[config.mk]
export PLATFORM = sky130hd
export DESIGN_NAME = cla_serial_adder
export DESIGN_NICKNAME = d
export VERILOG_FILES = /design/src/rtl/cla_serial_adder_pkg.sv /design/src/rtl/cla_slice4.sv /design/src/rtl/cla_serial_adder.sv
export SDC_FILE = /design/constraint.sdc
export NUM_CORES = 1
export LEC_CHECK = 0
export ABC_CLOCK_PERIOD_IN_PS = 3600
export BUFFER_PORTS_ARGS = -buffer_cell sky130_fd_sc_hd__buf_2
export CAP_MARGIN = 20
export CORE_UTILIZATION = 45
export CTS_BUF_LIST = sky130_fd_sc_hd__clkbuf_8
export DETAILED_ROUTE_END_ITERATION = 16
export PLACE_DENSITY_LB_ADDON = 0.05
export SYNTH_ARGS = -nofsm -noshare
export SYNTH_HDL_FRONTEND = slang
export SYNTH_SLANG_ARGS = --single-unit
[constraint.sdc]
create_clock -name clock -period 3.6 [get_ports clock]
set_input_delay 0.18 -clock clock [delete_from_list [all_inputs] [get_ports clock]]
set_output_delay 0.18 -clock clock [all_outputs]
set_load 0.02 [all_outputs]
[src/rtl/cla_serial_adder_pkg.sv]
// Shared constants for the multi-cycle carry-lookahead adder: group width,
// state encoding and the group-index width helper.
package cla_serial_adder_pkg;

  localparam int unsigned GRP_W = 4;

  localparam logic [1:0] IDLE = 2'b00;
  localparam logic [1:0] RUN  = 2'b01;
  localparam logic [1:0] DONE = 2'b10;

  // A lone group still needs a one-bit index register.
  function automatic int unsigned idx_width(input int unsigned ngrp);
    return (ngrp > 1) ? $clog2(ngrp) : 1;
  endfunction

endpackage

[src/rtl/cla_slice4.sv]
// Combinational 4-bit carry-lookahead slice: bit and group generate/propagate,
// flat lookahead carries and the sum bits.
module cla_slice4
  import cla_serial_adder_pkg::*;
(
  input  logic [GRP_W-1:0] a,
  input  logic [GRP_W-1:0] b,
  input  logic             c0,
  output logic [GRP_W-1:0] s,
  output logic             G,
  output logic             P,
  output logic             c_out,
  output logic             c3
);

  logic [GRP_W-1:0] g;
  logic [GRP_W-1:0] p;
  logic             c1;
  logic             c2;

  assign g = a & b;
  assign p = a ^ b;

  // Every carry is a two-level sum of products off c0; nothing ripples.
  assign c1 = g[0] | (p[0] & c0);
  assign c2 = g[1] | (p[1] & g[0]) | (p[1] & p[0] & c0);
  assign c3 = g[2] | (p[2] & g[1]) | (p[2] & p[1] & g[0]) | (p[2] & p[1] & p[0] & c0);

  assign G = g[3] | (p[3] & g[2]) | (p[3] & p[2] & g[1]) | (p[3] & p[2] & p[1] & g[0]);
  assign P = &p;

  assign c_out = G | (P & c0);
  assign s     = p ^ {c3, c2, c1, c0};

endmodule

[src/rtl/cla_serial_adder.sv]
// Wide adder/subtractor that reuses one 4-bit lookahead slice, one group per
// clock, carrying the group carry-out in a register between groups.
module cla_serial_adder
  import cla_serial_adder_pkg::*;
#(
  parameter int unsigned WIDTH = 32
) (
  input  logic             clock,
  input  logic             reset_n,
  input  logic             start,
  input  logic             sub,
  input  logic [WIDTH-1:0] A,
  input  logic [WIDTH-1:0] B,
  input  logic             Cin,
  output logic             ready,
  output logic             busy,
  output logic             done,
  output logic [WIDTH-1:0] S,
  output logic             Cout,
  output logic             ovf
);

  localparam int unsigned NGRP = WIDTH / GRP_W;
  localparam int unsigned IDXW = idx_width(NGRP);
  localparam logic [IDXW-1:0] LAST = IDXW'(NGRP - 1);

  if ((WIDTH % GRP_W) != 0 || WIDTH < 8) begin : g_bad_width
    $error("cla_serial_adder: WIDTH must be a multiple of 4 and at least 8");
  end

  logic [1:0]       state_q, state_d;
  logic [IDXW-1:0]  idx_q, idx_d;
  logic             carry_q, carry_d;
  logic [WIDTH-1:0] a_q, a_d;
  logic [WIDTH-1:0] b_q, b_d;
  logic [WIDTH-1:0] s_q, s_d;
  logic             cout_q, cout_d;
  logic             ovf_q, ovf_d;

  logic [GRP_W-1:0] slc_a;
  logic [GRP_W-1:0] slc_b;
  logic [GRP_W-1:0] slc_s;
  logic             slc_g;
  logic             slc_p;
  logic             slc_cout;
  logic             slc_c3;

  assign slc_a = a_q[idx_q*GRP_W +: GRP_W];
  assign slc_b = b_q[idx_q*GRP_W +: GRP_W];

  cla_slice4 u_slice (
    .a     (slc_a),
    .b     (slc_b),
    .c0    (carry_q),
    .s     (slc_s),
    .G     (slc_g),
    .P     (slc_p),
    .c_out (slc_cout),
    .c3    (slc_c3)
  );

  // Group-level G/P must agree with the slice's own carry-out.
  always_comb begin
    if (state_q == RUN) begin
      assert (slc_cout == (slc_g | (slc_p & carry_q)));
    end
  end

  always_comb begin
    state_d = state_q;
    idx_d   = idx_q;
    carry_d = carry_q;
    a_d     = a_q;
    b_d     = b_q;
    s_d     = s_q;
    cout_d  = cout_q;
    ovf_d   = ovf_q;
    unique case (state_q)
      IDLE: begin
        if (start) begin
          // Subtraction is A + ~B + 1.
          a_d     = A;
          b_d     = sub ? ~B : B;
          carry_d = sub ? 1'b1 : Cin;
          idx_d   = '0;
          s_d     = '0;
          cout_d  = 1'b0;
          ovf_d   = 1'b0;
          state_d = RUN;
        end
      end
      RUN: begin
        s_d[idx_q*GRP_W +: GRP_W] = slc_s;
        carry_d = slc_cout;
        idx_d   = idx_q + 1'b1;
        if (idx_q == LAST) begin
          cout_d  = slc_cout;
          ovf_d   = slc_c3 ^ slc_cout;
          state_d = DONE;
        end
      end
      DONE:    state_d = IDLE;
      default: state_d = IDLE;
    endcase
  end

  always_ff @(posedge clock or negedge reset_n) begin
    if (!reset_n) begin
      state_q <= IDLE;
      idx_q   <= '0;
      carry_q <= 1'b0;
      a_q     <= '0;
      b_q     <= '0;
      s_q     <= '0;
      cout_q  <= 1'b0;
      ovf_q   <= 1'b0;
    end else begin
      state_q <= state_d;
      idx_q   <= idx_d;
      carry_q <= carry_d;
      a_q     <= a_d;
      b_q     <= b_d;
      s_q     <= s_d;
      cout_q  <= cout_d;
      ovf_q   <= ovf_d;
    end
  end

  assign ready = (state_q == IDLE);
  assign busy  = (state_q == RUN);
  assign done  = (state_q == DONE);
  assign S     = s_q;
  assign Cout  = cout_q;
  assign ovf   = ovf_q;

endmodule
==> results.py <==
metrics = {
    "sta": {
        "worst_slew_pin_slew_ps": 1011,
        "final_worst_path_setup_slack_ps": 513.5,
        "period_share": 0.8574,
        "finalSetupTns_ps": 0,
        "slew_violations": 0,
        "grt_setup_unrepaired": "false",
        "final_period_minus_worst_setup_slack_ps": 3087,
        "timing.max_slew.rel_slack": 0.3261,
        "timing.final.hold_violations": 0,
        "fmax_mhz": 324.0,
        "finalSetupViolCount": 0,
        "fin_skew_ps": 7.032,
    },
    "yosys": {
        "synth_area_um2": 5042,
        "synth.distinct_cells": 42,
        "yosys_warnings": 0,
        "syn_nets": 565,
        "netlist_instances": 483,
        "post_synth.cell_area_avg_um2": 10.44,
        "synth-seq-area-share": 0.5161,
        "post-synth-top-area-fraction": 0.5161,
        "yosys-top-cells-area": "dfrtp_1 (52%), nand2_1 (12%), mux4_2 (7.1%)",
        "synth_largest_area_cell": "dfrtp_1",
        "synth.ff_latch_count": 104,
    },
    "global_route": {
        "grt_antenna_before_repair": 0,
        "first_global_vias": 3571,
        "grt_start_max_net_pins": 108,
        "grt.overflow.total": 0,
        "grt_pass1_wl_um": 18220,
        "globalRouteTotalUtil": 0.2050,
    },
    "place": {
        "place_ws_ps": 509.2,
        "globalplace.congestion": 0.7998,
        "placed_cells_incl_taps": 707,
        "dp.final_hpwl_um": 7734,
        "buffer_ports.inserted": 105,
    },
    "worst_setup_path": {
        "cpMostUsedCell": "nand2_1",
        "cp_num_buf_inv": 1,
        "worst_ep_required_time_ps": 3900,
        "critical_path_cell_count": 9,
        "worst-r2r-cell-count": 9,
        "critPathArrivalTime_ps": 3390,
        "critPathSlowestCell": "dfrtp_1",
        "max_stage_delay_ps": 640,
        "critical_path_cell_by_cell": "buf_12 > mux4_2 > nand2_1 > nand2_1 > ha_1 > a211oi_1 > o21bai_2 > xor2_2 > mux2_2",
        "cp_top_delay_family": "multiplexers",
        "worst_path_max_fanout": 16,
        "end_kind": "register",
        "kind_of_launch_point_of_the_worst_setup_path": "register",
        "setup.worst_path.class": "reg -> reg",
    },
    "route": {
        "detailed_route_via_count": 3744,
        "detailedRoute.firstPassIterationCount": 6,
        "detail_route.iter0.violations": 168,
        "detail_route.vias_per_cell": 5.032,
        "drt-wirelength-per-cell_um": 14.88,
        "route.antenna.remaining_nets": 0,
        "drt_drc_violations_left": 0,
        "drt-total-wl_um": 11070,
    },
    "die": {
        "dieWidth_um": 107.9,
        "top_level_ports": 106,
        "rows": 38,
        "core-area_um2": 10890,
        "floorplan.initialDensity": 0.4631,
        "dieArea_um2": 11630,
        "die-height_um": 107.9,
    },
    "power": {
        "design_power_total_uw": 5776,
        "power.ir.vdd_worst_mv": 0.7206,
        "total_leakage_power_uw": 0.003096,
        "power_density_nw_per_um2": 946.3,
    },
    "layout": {
        "n_fill_cell": 1002,
        "drive_gt1_frac": 0.2550,
        "final_core_occ": 0.5606,
        "most_common_library_cell_in_the_layout_ignoring_fill_and_taps": "nand2_1",
        "multi_input_gate_area_um2": 2277,
        "count_of_placed_standard_cells_in_the_final_layout_fillers_left_out": 744,
        "most-common-layout-cells": "nand2_1 (162), dfrtp_1 (104), buf_2 (104)",
        "layout.area.seq_um2": 2603,
        "antenna_cells": 0,
        "flow.area_growth_from_synthesis_pct": 21.04,
        "nets": 682,
    },
    "clocking": {
        "clkSinkCount": 104,
        "cts-root-to-sink-buffers": 2,
        "cts_htree_levels": 3,
        "clk_transition_reported_paths_ps": 90,
        "post_cts_resized": 0,
        "clk_root_buffer_cell": "clkbuf_8",
        "tritoncts": "yes",
        "hold_buffers": 20,
        "clk_lat_worst_skew_ps": 360,
        "cts_inserted_buffers": 9,
        "cts_setup_buffers": 0,
    },
    "hold_path": {
        "min-delay-path-class": "in -> reg",
        "hold-path-cell-count": 3,
    },
    "job": {
        "maxCapViolCount": 0,
    },
    "run_status": {
        "status": "finished, final reports clean",
    },
}
cells by family (layout without fill, tap and decap cells):
group                      Yosys count  count (layout)  synth area share
AOI/OAI and AO/OA                   82              82            0.1040
muxes                               19              19           0.07792
adders and majority gates           13              13           0.03375
buffers and inverters               33             154           0.03374
and+or+nand+nor                    196             196            0.1705
xor gates and xnor gates            36              36           0.06402
DFF                                104             104            0.5161
per-layer routing:
| layer | routed length, µm | GRT usage | part of all wire | vias up |
|---|---|---|---|---|
| li1 | - | - | - | 1860 |
| met1 | 5270 | 0.2869 | 0.48 | 1793 |
| met2 | 5228 | 0.3242 | 0.47 | 81 |
| met3 | 445 | 0.04056 | 0.040 | 10 |
| met4 | 127 | 0.05675 | 0.011 | 0 |
| met5 | 0 | 0 | 0 | - |
flip-flops by register name, indices dropped and copies added (netlist names):
signal,flops
Cout,1
b_q,32
ovf,1
state_q,2
carry_q,1
a_q,32
idx_q,3
S,32
cell usage after synthesis:
cell / number
mux2_2: 2
nor3_1: 1
nand2b_1: 1
a211oi_1: 1
o31ai_1: 2
nand4_1: 1
ha_1: 12
nand3b_1: 1
nor3_4: 1
mux4_2: 16
a22o_1: 24
xor2_1: 1
fa_1: 1
dfrtp_1: 104
a21o_1: 3
xor2_2: 1
buf_6: 1
o21ai_0: 42
buf_2: 12
a21oi_1: 8
or4_4: 1
clkinv_1: 1
inv_1: 5
o211ai_1: 1
nand2_1: 163
nand3b_4: 1
mux2i_1: 1
xnor2_1: 34
nor2_1: 6
nor3_2: 2
buf_1: 1
clkbuf_2: 1
buf_4: 6
nor4_2: 1
nand3_1: 6
and2_1: 3
nor2_2: 2
clkbuf_1: 6
nor3b_1: 3
nor4b_4: 1
o21bai_2: 1
nor2b_1: 2
path summary, 6_finish.rpt:
kind / slack (ps) / to / from
worst max register to register: 510 / S[3] / idx_q[0]
worst min-delay path: 20 / a_q[2] / A[2]
worst max-delay path: 510 / S[3] / idx_q[0]
min in group asynchronous: 180 / b_q[17] / reset_n
worst min register to register: 480 / a_q[17] / a_q[17]
max in group asynchronous: 2450 / S[4] / reset_n
area by class of cell:
type | count | area share
Sequential cell | 104 | 0.4264
Multi-Input combinational cell | 346 | 0.3731
Timing Repair Buffer | 133 | 0.1349
Tap cell | 140 | 0.02870
Clock inverter | 6 | 0.01292
Inverter | 6 | 0.003690
Clock buffer | 9 | 0.02030
power breakdown:
| part | leakage (µW) | switching (µW) | internal, µW |
|---|---|---|---|
| sequential | 0.00134 | 320 | 1690 |
| clock | 0.000109 | 376 | 381 |
| combinational | 0.00165 | 1840 | 1180 |
worst reg2reg max path: stages (launching register included):
cell and delay, ps:
dfrtp_1 640, buf_12 240, mux4_2 510, nand2_1 80
nand2_1 150, ha_1 350, a211oi_1 270, o21bai_2 160
xor2_2 410, mux2_2 240
stage by stage:
step                      hold WS (ps)  cell area, µm²
after floorplan                 -115.6            5042
after global routing             12.79            6103
final                            19.92            6103
after detailed placement         372.6            5663
after global placement           368.6            5663
after CTS                       0.5699            6066
No activity file was read; power rests on OpenSTA's default activity.
